[src/rtl/irq_ctrl_if.sv]
// Control-op encoding plus the bundle of CPU/sequencer signals around the interrupt controller.
// slave = controller view, master = CPU core / sequencer view.
package irq_ctrl_pkg;
  typedef enum logic [2:0] {
    CTL_NONE = 3'd0,
    CTL_EI   = 3'd1,
    CTL_DI   = 3'd2,
    CTL_RETI = 3'd3,
    CTL_HALT = 3'd4
  } ctl_op_t;
endpackage

interface irq_ctrl_if;
  import irq_ctrl_pkg::*;

  logic        instr_done;
  ctl_op_t     ctl_op;
  logic [4:0]  irq_req;
  logic        if_wr_en;
  logic [4:0]  if_wr_data;
  logic        ie_wr_en;
  logic [7:0]  ie_wr_data;
  logic [7:0]  if_rd_data;
  logic [7:0]  ie_rd_data;
  logic        irq_take;
  logic        irq_ack;
  logic [15:0] irq_vector;
  logic        halt_wake;
  logic        halted;
  logic        ime;

  modport slave (
    input  instr_done, ctl_op, irq_req, if_wr_en, if_wr_data, ie_wr_en, ie_wr_data, irq_ack,
    output if_rd_data, ie_rd_data, irq_take, irq_vector, halt_wake, halted, ime
  );

  modport master (
    output instr_done, ctl_op, irq_req, if_wr_en, if_wr_data, ie_wr_en, ie_wr_data, irq_ack,
    input  if_rd_data, ie_rd_data, irq_take, irq_vector, halt_wake, halted, ime
  );
endinterface

[src/rtl/irq_ctrl.sv]
// Interrupt controller: IF/IE registers, three-state IME, HALT handling and vector dispatch.
// Dispatch raises irq_take one cycle after a boundary and holds it until irq_ack.
module irq_ctrl
  import irq_ctrl_pkg::*;
(
  input  logic       clk,
  input  logic       rst_n,
  irq_ctrl_if.slave  bus
);

  typedef enum logic [1:0] {IME_OFF, IME_PEND, IME_ON} ime_t;
  typedef enum logic [1:0] {ST_IDLE, ST_HALTED, ST_DISPATCH} st_t;

  logic [4:0]  if_q;
  logic [7:0]  ie_q;
  ime_t        ime_q;
  ime_t        ime_nxt;
  st_t         st_q;
  logic        irq_take_q;
  logic        halt_wake_q;
  logic        halted_q;
  logic [15:0] vec_cap_q;

  logic [4:0]  pend;
  logic        pend_any;
  logic [2:0]  pend_idx;
  logic [4:0]  ack_mask;
  logic [15:0] vec_live;
  logic        ack_vld;
  logic        ime_eff;
  logic [4:0]  if_nxt;

  assign pend     = ie_q[4:0] & if_q;
  assign pend_any = |pend;
  assign ack_vld  = bus.irq_ack && (st_q == ST_DISPATCH);

  assign ime_eff = (ime_q == IME_ON) ||
                   ((ime_q == IME_PEND) && bus.instr_done &&
                    (bus.ctl_op != CTL_DI) && (bus.ctl_op != CTL_EI));

  // Scan downward so the lowest set bit (highest priority) wins.
  always_comb begin
    pend_idx = 3'd0;
    for (int i = 4; i >= 0; i--) begin
      if (pend[i]) pend_idx = 3'(i);
    end
  end

  assign ack_mask = pend_any ? (5'd1 << pend_idx) : 5'd0;
  assign vec_live = pend_any ? (16'h0040 + {10'd0, pend_idx, 3'd0}) : 16'h0000;

  // Hardware requests are ORed last so a simultaneous CPU write or ack never drops them.
  always_comb begin
    if_nxt = if_q;
    if (ack_vld)      if_nxt = if_nxt & ~ack_mask;
    if (bus.if_wr_en) if_nxt = bus.if_wr_data;
    if_nxt = if_nxt | bus.irq_req;
  end

  always_comb begin
    ime_nxt = ime_q;
    if (bus.instr_done) begin
      case (bus.ctl_op)
        CTL_EI:   if (ime_q == IME_OFF) ime_nxt = IME_PEND;
        CTL_DI:   ime_nxt = IME_OFF;
        CTL_RETI: ime_nxt = IME_ON;
        default:  if (ime_q == IME_PEND) ime_nxt = IME_ON;
      endcase
    end
    if (ack_vld) ime_nxt = IME_OFF;
  end

  always_ff @(posedge clk or negedge rst_n) begin
    if (!rst_n) begin
      if_q  <= 5'd0;
      ie_q  <= 8'd0;
      ime_q <= IME_OFF;
    end else begin
      if_q  <= if_nxt;
      ime_q <= ime_nxt;
      if (bus.ie_wr_en) ie_q <= bus.ie_wr_data;
    end
  end

  always_ff @(posedge clk or negedge rst_n) begin
    if (!rst_n) begin
      st_q        <= ST_IDLE;
      irq_take_q  <= 1'b0;
      halt_wake_q <= 1'b0;
      halted_q    <= 1'b0;
      vec_cap_q   <= 16'h0000;
    end else begin
      halt_wake_q <= 1'b0;
      case (st_q)
        ST_IDLE: begin
          if (bus.instr_done) begin
            if (bus.ctl_op == CTL_HALT) begin
              if (!pend_any) begin
                st_q     <= ST_HALTED;
                halted_q <= 1'b1;
              end else begin
                halt_wake_q <= 1'b1;
                if (ime_eff) begin
                  st_q       <= ST_DISPATCH;
                  irq_take_q <= 1'b1;
                end
              end
            end else if (ime_eff && pend_any) begin
              st_q       <= ST_DISPATCH;
              irq_take_q <= 1'b1;
            end
          end
        end
        ST_HALTED: begin
          // Wake is independent of IME; only the follow-on dispatch needs it.
          if (pend_any) begin
            halt_wake_q <= 1'b1;
            halted_q    <= 1'b0;
            if (ime_q == IME_ON) begin
              st_q       <= ST_DISPATCH;
              irq_take_q <= 1'b1;
            end else begin
              st_q <= ST_IDLE;
            end
          end
        end
        ST_DISPATCH: begin
          if (ack_vld) begin
            st_q       <= ST_IDLE;
            irq_take_q <= 1'b0;
            vec_cap_q  <= vec_live;
          end
        end
        default: begin
          st_q       <= ST_IDLE;
          irq_take_q <= 1'b0;
          halted_q   <= 1'b0;
        end
      endcase
    end
  end

  assign bus.if_rd_data = {3'b111, if_q};
  assign bus.ie_rd_data = ie_q;
  assign bus.irq_take   = irq_take_q;
  assign bus.irq_vector = (st_q == ST_DISPATCH) ? vec_live : vec_cap_q;
  assign bus.halt_wake  = halt_wake_q;
  assign bus.halted     = halted_q;
  assign bus.ime        = (ime_q == IME_ON);

endmodule

[src/flat_wrapper.sv]
// flat-port wrapper written by rule: the top's interface ports become plain ports
module irq_ctrl_flat import irq_ctrl_pkg::*;
  (clk, rst_n, bus_instr_done, bus_ctl_op, bus_irq_req, bus_if_wr_en, bus_if_wr_data, bus_ie_wr_en, bus_ie_wr_data, bus_irq_ack, bus_if_rd_data, bus_ie_rd_data, bus_irq_take, bus_irq_vector, bus_halt_wake, bus_halted, bus_ime);
  irq_ctrl_if bus_i ();
  input  logic clk;
  input  logic rst_n;
  input wire logic [$bits(bus_i.instr_done)-1:0] bus_instr_done;
  input wire logic [$bits(bus_i.ctl_op)-1:0] bus_ctl_op;
  input wire logic [$bits(bus_i.irq_req)-1:0] bus_irq_req;
  input wire logic [$bits(bus_i.if_wr_en)-1:0] bus_if_wr_en;
  input wire logic [$bits(bus_i.if_wr_data)-1:0] bus_if_wr_data;
  input wire logic [$bits(bus_i.ie_wr_en)-1:0] bus_ie_wr_en;
  input wire logic [$bits(bus_i.ie_wr_data)-1:0] bus_ie_wr_data;
  input wire logic [$bits(bus_i.irq_ack)-1:0] bus_irq_ack;
  output wire logic [$bits(bus_i.if_rd_data)-1:0] bus_if_rd_data;
  output wire logic [$bits(bus_i.ie_rd_data)-1:0] bus_ie_rd_data;
  output wire logic [$bits(bus_i.irq_take)-1:0] bus_irq_take;
  output wire logic [$bits(bus_i.irq_vector)-1:0] bus_irq_vector;
  output wire logic [$bits(bus_i.halt_wake)-1:0] bus_halt_wake;
  output wire logic [$bits(bus_i.halted)-1:0] bus_halted;
  output wire logic [$bits(bus_i.ime)-1:0] bus_ime;
  assign bus_i.instr_done = bus_instr_done;
  assign bus_i.ctl_op = bus_ctl_op;
  assign bus_i.irq_req = bus_irq_req;
  assign bus_i.if_wr_en = bus_if_wr_en;
  assign bus_i.if_wr_data = bus_if_wr_data;
  assign bus_i.ie_wr_en = bus_ie_wr_en;
  assign bus_i.ie_wr_data = bus_ie_wr_data;
  assign bus_i.irq_ack = bus_irq_ack;
  assign bus_if_rd_data = bus_i.if_rd_data;
  assign bus_ie_rd_data = bus_i.ie_rd_data;
  assign bus_irq_take = bus_i.irq_take;
  assign bus_irq_vector = bus_i.irq_vector;
  assign bus_halt_wake = bus_i.halt_wake;
  assign bus_halted = bus_i.halted;
  assign bus_ime = bus_i.ime;
  irq_ctrl u_core (.clk(clk), .rst_n(rst_n), .bus(bus_i));
endmodule
[config.mk]
export PLATFORM = sky130hd
export DESIGN_NAME = irq_ctrl_flat
export DESIGN_NICKNAME = d
export VERILOG_FILES = /design/src/rtl/irq_ctrl_if.sv /design/src/rtl/irq_ctrl.sv /design/src/flat_wrapper.sv
export SDC_FILE = /design/constraint.sdc
export NUM_CORES = 1
export LEC_CHECK = 0
export CORE_UTILIZATION = 35
export CTS_CLUSTER_DIAMETER = 120
export DETAILED_ROUTE_END_ITERATION = 7
export GPL_ROUTABILITY_DRIVEN = 1
export HOLD_SLACK_MARGIN = 0.03
export PLACE_DENSITY = 0.7
export REMOVE_ABC_BUFFERS = 1
export SYNTH_ARGS = -nofsm -noshare
export SYNTH_HDL_FRONTEND = slang
export SYNTH_SLANG_ARGS = --single-unit
[constraint.sdc]
create_clock -name clk -period 1.6 [get_ports clk]
set_input_delay 0.4 -clock clk [delete_from_list [all_inputs] [get_ports clk]]
set_output_delay 0.4 -clock clk [all_outputs]
set_load 0.05 [all_outputs]
==> results.yml, run 1 <==
layout:
  num-nets-final: 232
  n_antenna_cell: 0
  syn2layout_area_growth_pct: 69.1
  fin_area_um2: 2240
  layout-drive-gt1-share_pct: 34.3
cts:
  htreeDepth: 1
  path_clk_slew_ns: 0.08
  holdBufCountCts: 0
  clockBufferDepth: 2
  clock_latency_ns: 0.27
  tritoncts: "done"
  cts_sinks: 24
  clockRootBuffer: "clkbuf_8"
  numCtsBuffers: 3
pwr:
  p_per_area_nw_per_um2: 1290
  totalPowerFinal_w: 0.00288
  ir_drop_v: 0.000641
  power_leakage_nw: 1.04
drt:
  ant_nets: 0
  num_vias: 1189
  drc: 0
  routedWlPerCell_um: 13.0
  routed_via_density: 4.76
  drtIter0Drc: 51
  dr.pass1.iters: 4
  wirelength_um: 3260
flow_run:
  drv_cap: 0
synth:
  async_flop_share_pct: 100
  syn_inst: 133
  synth_area_um2: 1320
  seq_area_frac_synth_pct: 45.4
  yosys_most_used_dff: "dfrtp_1"
  ys_ff_latch: 24
  synth_top_area_share_pct: 45.4
  synth_edf_count: 0
  synth_common_cells: "dfrtp_1, o21ai_0, nand2_1"
  synth.distinct_cells: 37
  synth-warning-count: 0
  yosysMostFrequentCell: "dfrtp_1"
  synth_top_area_cell: "dfrtp_1"
  ys_top_cells_by_area: "dfrtp_1, buf_4, o21ai_0, mux2_2, nand2_1"
  avgSynthCellArea_um2: 9.95
sta:
  fin_crit_sh_pct: 123
  fin_crit_ns: 1.97
  maxSlewViolCount: 0
  hold_viol_final: 0
  fmax_mhz: 509
  setup_ws_ns: -0.366
  skew_ns: 0.00312
  rsz0062_at_grt: "true"
  setup_violations: 4
die:
  core_area_um2: 3470
  die_h_um: 63.5
  start_util_pct: 38.2
  row_count: 21
  ioPinCount: 63
  dieArea_um2: 4030
  die_w_um: 63.5
worst_setup_path:
  slowest_delay_ns: 0.43
  reg2reg_from: "u_core.if_q[1]$_DFF_PN0_"
  startpoint_type: "flip-flop"
  endpoint_kind: "output port"
  rr_worst_depth: 5
  timing.rr.end: "u_core.if_q[3]$_DFF_PN0_"
  cp_slowest_cell: "dfrtp_1"
  rrSetupSlack_ns: 0.10
  critical_path_required_ns: 1.20
  crit_path_max_fanout: 4
  worstPathCellList: "a22oi_4, or2b_1, o21ai_2, buf_4, buf_12"
  worstPathArrival_ns: 1.57
  path_class: "reg -> out"
grt:
  antenna_found_initial: 0
  grt_pass1_vias: 1232
  grtUsageTotal_pct: 17.8
  grt_pass1_wl_um: 5450
  grt-ovfl-total: 0
  grt_max_degree: 25
placed_design:
  port_buffers: 47
  hpwlAfterDp_um: 2550
  gp_congestion: 0.791
  dp_slack_ns: -0.179
  dpl-instance-area_um2: 2160
status:
  failed_checks: "negative setup slack"
  status: "finished with violations"
hold_path:
  holdCritPathClass: "in -> async"
## kinds of logic (layout without fill, tap and decap cells)
group	after synthesis	after routing	synth area share (%)
multiplexers	8	8	6.81
AO/OA/AOI/OAI	37	37	19.2
flip-flops	24	24	45.4
XOR/XNOR	1	1	0.662
buffers and inverters	24	82	11.3
other	2	15	0.567
AND/OR/NAND/NOR	37	37	16.1
## state kept, by name, indices dropped and copies added (netlist names)
| register | flops |
|---|---|
| u_core.bus.halt_wake | 1 |
| u_core.bus.halted | 1 |
| u_core.bus.ie_rd_data | 8 |
| u_core.bus.irq_take | 1 |
| u_core.if_q | 5 |
| u_core.ime_q | 2 |
| u_core.st_q | 2 |
| u_core.vec_cap_q | 4 |
## repair_timing
| action | 4_1_cts | 5_1_grt |
|---|---|---|
| pin swaps | 2 | 1 |
| endpoints found under the setup margin | 4 | 6 |
| resized for setup | 1 | 5 |
| buffers inserted | 2 | 0 |
## critical path: cells and delay by family, from the launching register on
kind / cells / cell delay [ns]
flops: 1 / 0.43
simple gates: 1 / 0.27
buf+inv: 2 / 0.25
compound gates: 2 / 0.35
## worst max-delay path by stage
| stage | startpoint | endpoint | slack, ns | cells after the start |
|---|---|---|---|---|
| after global placement | bus_ctl_op[0] | u_core.ime_q[1]$_DFFE_PN0P_ | -0.13 | 5 |
| after floorplan | u_core.bus.ie_rd_data[1]$_DFFE_PN0P_ | bus_irq_vector[4] | -1.01 | 3 |
| after global routing | u_core.if_q[1]$_DFF_PN0_ | bus_irq_vector[4] | -0.44 | 5 |
| after CTS | u_core.bus.ie_rd_data[1]$_DFFE_PN0P_ | bus_irq_vector[4] | -0.38 | 5 |
| after detailed placement | bus_ctl_op[0] | u_core.ime_q[1]$_DFFE_PN0P_ | -0.18 | 5 |
| final | u_core.if_q[1]$_DFF_PN0_ | bus_irq_vector[4] | -0.37 | 5 |
## routing by layer
| metal | GRT usage [%] | vias to the layer above | wire [µm] | part of all wire, % |
|---|---|---|---|---|
| met4 | 8.52 | 0 | 57 | 1.7 |
| met3 | 5.43 | 4 | 305 | 9.4 |
| met1 | 19.5 | 555 | 1330 | 41 |
| met5 | 0 | - | 0 | 0 |
| li1 | - | 574 | - | - |
| met2 | 31.0 | 56 | 1560 | 48 |
## report_power, final
group	internal [W]	total, W	switching, W
registers	0.000725	0.000824	0.0000994
logic	0.000756	0.00164	0.000880
clock network	0.000220	0.000419	0.000199
## stage by stage
step           cells  setup TNS [ns]  utilization [%]  hold WS, ns
4_1_cts          250           -1.44             64.3        0.482
6_report         250           -1.28             64.5        0.478
3_3_place_gp     244          -0.784             62.3        0.465
5_1_grt          250           -1.59             64.5        0.504
3_5_place_dp     244           -1.27             62.3        0.472
2_1_floorplan    127           -3.96                -        0.104
## layout by cell type (no fill, tap or decap)
master / count
o32ai_1: 1
mux2_2: 8
a21oi_1: 7
or2b_1: 1
o21ai_0: 15
buf_12: 21
nor2_2: 1
o2111a_1: 1
a311oi_1: 1
o221ai_1: 1
o21ai_2: 1
o21ai_1: 3
a22oi_4: 2
buf_4: 26
and3_2: 1
nor3b_4: 1
nand2b_1: 1
a21o_2: 1
a211o_1: 1
nand3_1: 1
o21bai_1: 1
and4bb_2: 1
nor2b_1: 1
nor2_1: 5
and3_1: 1
inv_1: 5
conb_1: 15
clkdlybuf4s50_1: 26
dfrtp_1: 24
xnor2_1: 1
nor2b_2: 1
nand3b_4: 1
nor4bb_1: 1
nor3_1: 1
nand4b_1: 1
clkbuf_8: 4
nand2_1: 17
a21boi_1: 1
a32o_2: 1
nand4_1: 1
## area by class of cell
cell class / count / area (µm²)
Multi-Input combinational cell: 98 / 631
Timing Repair Buffer: 73 / 876
Fill cell: 288 / 1230
Sequential cell: 24 / 601
Inverter: 5 / 18.8
Tap cell: 46 / 57.6
Clock buffer: 4 / 55.1
Power figures use the tool's default switching activity.
==> run 2, diff against run 1 <==
--- a/config.mk
+++ b/config.mk
@@ -11,7 +11,6 @@
 export GPL_ROUTABILITY_DRIVEN = 1
 export HOLD_SLACK_MARGIN = 0.03
 export PLACE_DENSITY = 0.7
-export REMOVE_ABC_BUFFERS = 1
 export SYNTH_ARGS = -nofsm -noshare
 export SYNTH_HDL_FRONTEND = slang
 export SYNTH_SLANG_ARGS = --single-unit
==> results.yml, run 2 (synthesized netlist as in run 1, its figures left out) <==
layout:
  postLayoutCoreUtil_pct: 66.6
  syn2layout_area_growth_pct: 74.5
  final_common_cell: "clkdlybuf4s50_1"
  largest_reg_flops: 8
  multi_input_area_um2: 678
  nFillCells: 280
  final_cell_mix: "clkdlybuf4s50_1, buf_4, buf_12, nand2_1, conb_1"
  n_antenna_cell: 0
  num-nets-final: 232
  layout-drive-gt1-share_pct: 41.2
  seq_area_um2: 613
drt:
  routedWlPerCell_um: 13.3
  drtIter0Drc: 57
  dr.pass1.iters: 3
  ant_nets: 0
  routed_via_density: 4.80
  num_vias: 1199
  drc: 0
  wirelength_um: 3330
die:
  core_area_um2: 3470
  dieArea_um2: 4030
  ioPinCount: 63
  row_count: 21
  die_w_um: 63.5
  die_h_um: 63.5
  start_util_pct: 38.2
hold_path:
  holdCritPathClass: "reg -> reg"
  min-delay-start: "u_core.vec_cap_q[6]$_DFFE_PN0P_"
  min_delay_path_depth: 2
  hold_end: "u_core.vec_cap_q[6]$_DFFE_PN0P_"
pwr:
  ir_drop_v: 0.000610
  clockPowerShare_pct: 14.0
  p_int_w: 0.00175
  power.switching_w: 0.00124
  swShare_pct: 41.4
  power_leakage_nw: 1.04
  totalPowerFinal_w: 0.00299
  comb_power_share_pct: 58.1
  p_seq_share_pct: 27.9
  p_per_area_nw_per_um2: 1290
status:
  failed_checks: "negative setup slack"
  status: "finished with violations"
sta:
  fmax_mhz: 519
  maxSlewViolCount: 0
  skew_ns: 0.00217
  hold_viol_final: 0
  finalSetupTns_ns: -1.11
  setup_ws_ns: -0.327
  fin_crit_sh_pct: 120
  fin_crit_ns: 1.93
  rsz0062_at_grt: "true"
  whs_ns: 0.485
  setup_violations: 4
cts:
  clockBufferDepth: 2
  clock_latency_ns: 0.27
  cts_sinks: 24
  path_clk_slew_ns: 0.08
  htreeDepth: 1
  numCtsBuffers: 3
  clockRootBuffer: "clkbuf_8"
  tritoncts: "done"
flow_run:
  drv_cap: 0
grt:
  grt_pass1_vias: 1252
  grt_pass1_wl_um: 5710
  grtUsageTotal_pct: 17.9
  antenna_found_initial: 0
  grt_max_degree: 25
  grt-ovfl-total: 0
worst_setup_path:
  startpoint_type: "flip-flop"
  path_class: "reg -> out"
  crit_path_max_fanout: 3
  endpoint_kind: "output port"
  cp-startpoint: "u_core.if_q[1]$_DFF_PN0_"
  reg2reg_from: "u_core.if_q[1]$_DFF_PN0_"
  rrSetupSlack_ns: 0.13
  worstPathArrival_ns: 1.53
  timing.rr.end: "u_core.if_q[3]$_DFF_PN0_"
  rr_worst_depth: 5
  critical_path_required_ns: 1.20
placed_design:
  hpwlAfterDp_um: 2500
  port_buffers: 47
  dp_slack_ns: -0.176
  gp_congestion: 0.773
-- run 2: cell counts in the layout (fill, tap and decap cells not counted) --
Identical to the previous run, type by type.
-- run 2: worst max path at each step --
stage	to	slack, ns	cells after the start
2_1_floorplan	bus_irq_vector[4]	-0.19	3
3_3_place_gp	u_core.if_q[3]$_DFF_PN0_	-0.15	5
3_5_place_dp	u_core.if_q[3]$_DFF_PN0_	-0.18	5
4_1_cts	bus_irq_vector[5]	-0.30	4
5_1_grt	bus_irq_vector[5]	-0.38	4
6_report	bus_irq_vector[4]	-0.33	4
-- run 2: metrics by stage --
| stage | cell area [µm²] | std cells |
|---|---|---|
| finish | 2310 | 250 |
| global route | 2310 | 250 |
| CTS | 2270 | 246 |
| detailed placement | 2190 | 240 |
| global placement | 2190 | 240 |
| floorplan | 1440 | 146 |
-- run 2: final cells by class --
type / instances / area share (%)
timing repair buffer: 73 / 38.4
multi-input combinational: 98 / 29.4
sequential: 24 / 26.5
tap: 46 / 2.49
clock buffer: 4 / 2.38
inverter: 5 / 0.813
-- run 2: power by group through the flow --
stage / clock network (W) / logic, W / registers (W)
2_1_floorplan: 0 / 0.000795 / 0.000986
3_3_place_gp: 0 / 0.00168 / 0.000837
3_5_place_dp: 0 / 0.00171 / 0.000844
4_1_cts: 0.000422 / 0.00173 / 0.000833
5_1_grt: 0.000451 / 0.00184 / 0.000850
6_report: 0.000418 / 0.00174 / 0.000834
-- run 2: per-layer routing --
metal  vias to the layer above  global-route usage (%)  wire, µm
li1                        574                       -         -
met1                       571                    21.4      1350
met2                        49                    31.0      1690
met3                         5                    4.53       248
met4                         0                    5.97        40
met5                         -                       0         0
-- run 2: repair_timing --
| action | CTS | global route |
|---|---|---|
| hold buffers | 0 | 0 |
| endpoints found under the hold margin | 0 | 0 |
| resized for setup | 3 | 2 |
| buffers inserted | 2 | 4 |
| endpoints found under the setup margin | 4 | 4 |
| pin swaps | 3 | 3 |
-- run 2: critical path, stage by stage, from the launching register on --
cell and delay [ns]:
dfrtp_2 0.43, a22oi_4 0.21, or2b_1 0.29, o21ai_4 0.17
buf_12 0.15
==> run 3, diff against run 2 <==
--- a/config.mk
+++ b/config.mk
@@ -5,12 +5,12 @@
 export SDC_FILE = /design/constraint.sdc
 export NUM_CORES = 1
 export LEC_CHECK = 0
-export CORE_UTILIZATION = 35
+export CORE_UTILIZATION = 40
 export CTS_CLUSTER_DIAMETER = 120
 export DETAILED_ROUTE_END_ITERATION = 7
 export GPL_ROUTABILITY_DRIVEN = 1
 export HOLD_SLACK_MARGIN = 0.03
-export PLACE_DENSITY = 0.7
+export PLACE_DENSITY = 0.79
 export SYNTH_ARGS = -nofsm -noshare
 export SYNTH_HDL_FRONTEND = slang
 export SYNTH_SLANG_ARGS = --single-unit
==> results.yml, run 3 (synthesized netlist as in run 1, its figures left out) <==
cts:
  clock_latency_ns: 0.34
  clockRootBuffer: "clkbuf_4"
  cts_sinks: 24
  htreeDepth: 1
  clockBufferDepth: 2
  numCtsBuffers: 3
  path_clk_slew_ns: 0.14
  holdBufCountCts: 0
  tritoncts: "done"
flow_run:
  drv_cap: 0
placed_design:
  port_buffers: 47
  gp_congestion: 0.841
  dp_slack_ns: -0.210
  hpwlAfterDp_um: 2690
die:
  core_area_um2: 3100
  dieArea_um2: 3540
  row_count: 20
  start_util_pct: 42.7
  die_h_um: 59.5
  ioPinCount: 63
  die_w_um: 59.5
sta:
  fin_crit_ns: 2.03
  hold_viol_final: 0
  maxSlewViolCount: 0
  setup_violations: 4
  skew_ns: 0.00356
  fin_crit_sh_pct: 127
  rsz0062_at_grt: "true"
  fmax_mhz: 493
  setup_ws_ns: -0.428
layout:
  nFillCells: 214
  multi_input_area_um2: 681
  seq_area_um2: 613
  n_antenna_cell: 0
  layout-drive-gt1-share_pct: 41.7
  final_common_cell: "clkdlybuf4s50_1"
  syn2layout_area_growth_pct: 74.9
  final_cell_mix: "clkdlybuf4s50_1, buf_4, buf_12, conb_1"
  largest_reg_flops: 8
  num-nets-final: 232
grt:
  grt_max_degree: 25
  grt_pass1_vias: 1335
  grt_pass1_wl_um: 5950
  grt-ovfl-total: 0
  antenna_found_initial: 0
  grtUsageTotal_pct: 23.2
worst_setup_path:
  crit_path_max_fanout: 3
  rr_worst_depth: 5
  reg2reg_from: "u_core.if_q[3]$_DFF_PN0_"
  rrSetupSlack_ns: 0.06
  critical_path_required_ns: 1.20
  path_class: "reg -> out"
  timing.rr.end: "u_core.if_q[4]$_DFF_PN0_"
  worstPathArrival_ns: 1.63
  startpoint_type: "flip-flop"
  endpoint_kind: "output port"
drt:
  ant_nets: 0
  num_vias: 1245
  routed_via_density: 5.02
  drtIter0Drc: 52
  dr.pass1.iters: 4
  drc: 0
  wirelength_um: 3730
  routedWlPerCell_um: 15.0
pwr:
  power_leakage_nw: 1.05
  totalPowerFinal_w: 0.00306
  ir_drop_v: 0.000780
  p_per_area_nw_per_um2: 1320
status:
  failed_checks: "negative setup slack"
  status: "finished with violations"
hold_path:
  holdCritPathClass: "in -> async"
[run 3: final cells by class]
cell class | count | area share [%]
Clock buffer | 3 | 0.973
Clock inverter | 1 | 1.30
Multi-Input combinational cell | 98 | 29.4
Tap cell | 44 | 2.38
Inverter | 5 | 0.811
Timing Repair Buffer | 73 | 38.6
Sequential cell | 24 | 26.5
[run 3: worst max-delay path by stage]
| stage | from | endpoint | slack (ns) | depth (start not counted) |
|---|---|---|---|---|
| floorplan | u_core.if_q[1]$_DFF_PN0_ | bus_irq_vector[4] | -0.19 | 3 |
| global placement | bus_irq_ack | u_core.if_q[3]$_DFF_PN0_ | -0.16 | 5 |
| detailed placement | bus_irq_ack | u_core.if_q[3]$_DFF_PN0_ | -0.21 | 5 |
| CTS | u_core.if_q[1]$_DFF_PN0_ | bus_irq_vector[4] | -0.40 | 4 |
| global route | u_core.if_q[3]$_DFF_PN0_ | bus_irq_vector[5] | -0.49 | 4 |
| finish | u_core.if_q[3]$_DFF_PN0_ | bus_irq_vector[5] | -0.43 | 4 |
[run 3: repair_timing]
item | in CTS | in global routing
gates resized for setup | 7 | 2
buffers inserted | 4 | 2
endpoints found under the setup margin | 4 | 8
pin swaps | 3 | 4
[run 3: layer usage]
layer  up-vias  share of wire [%]  GRT usage (%)  wire length, µm
met5         -                  0              0                0
met4         0                2.0           9.97               74
li1        575                  -              -                -
met3         7                7.5           6.77              281
met1       600                 38           25.7             1420
met2        63                 52           41.1             1960
[run 3: metrics by stage]
| stage | instances | hold WS, ns | util [%] | instance area, µm² | TNS [ns] |
|---|---|---|---|---|---|
| 5_1_grt | 248 | 0.426 | 74.6 | 2310 | -1.74 |
| 2_1_floorplan | 146 | 0.104 | - | 1440 | -0.431 |
| 3_3_place_gp | 238 | 0.463 | 70.6 | 2190 | -0.654 |
| 4_1_cts | 246 | 0.419 | 74.0 | 2300 | -1.49 |
| 6_report | 248 | 0.411 | 74.6 | 2310 | -1.51 |
| 3_5_place_dp | 238 | 0.471 | 70.6 | 2190 | -1.23 |
[run 3: power breakdown]
part	total (W)	internal [W]	switching [W]
sequential	0.000839	0.000729	0.000110
combinational	0.00176	0.000803	0.000957
clock	0.000459	0.000254	0.000205
[run 3: critical path: stages, from the launching register on]
cell and delay [ns]:
dfrtp_2 0.46, a22oi_4 0.21, nand4_1 0.24, o21ai_4 0.23, buf_12 0.15
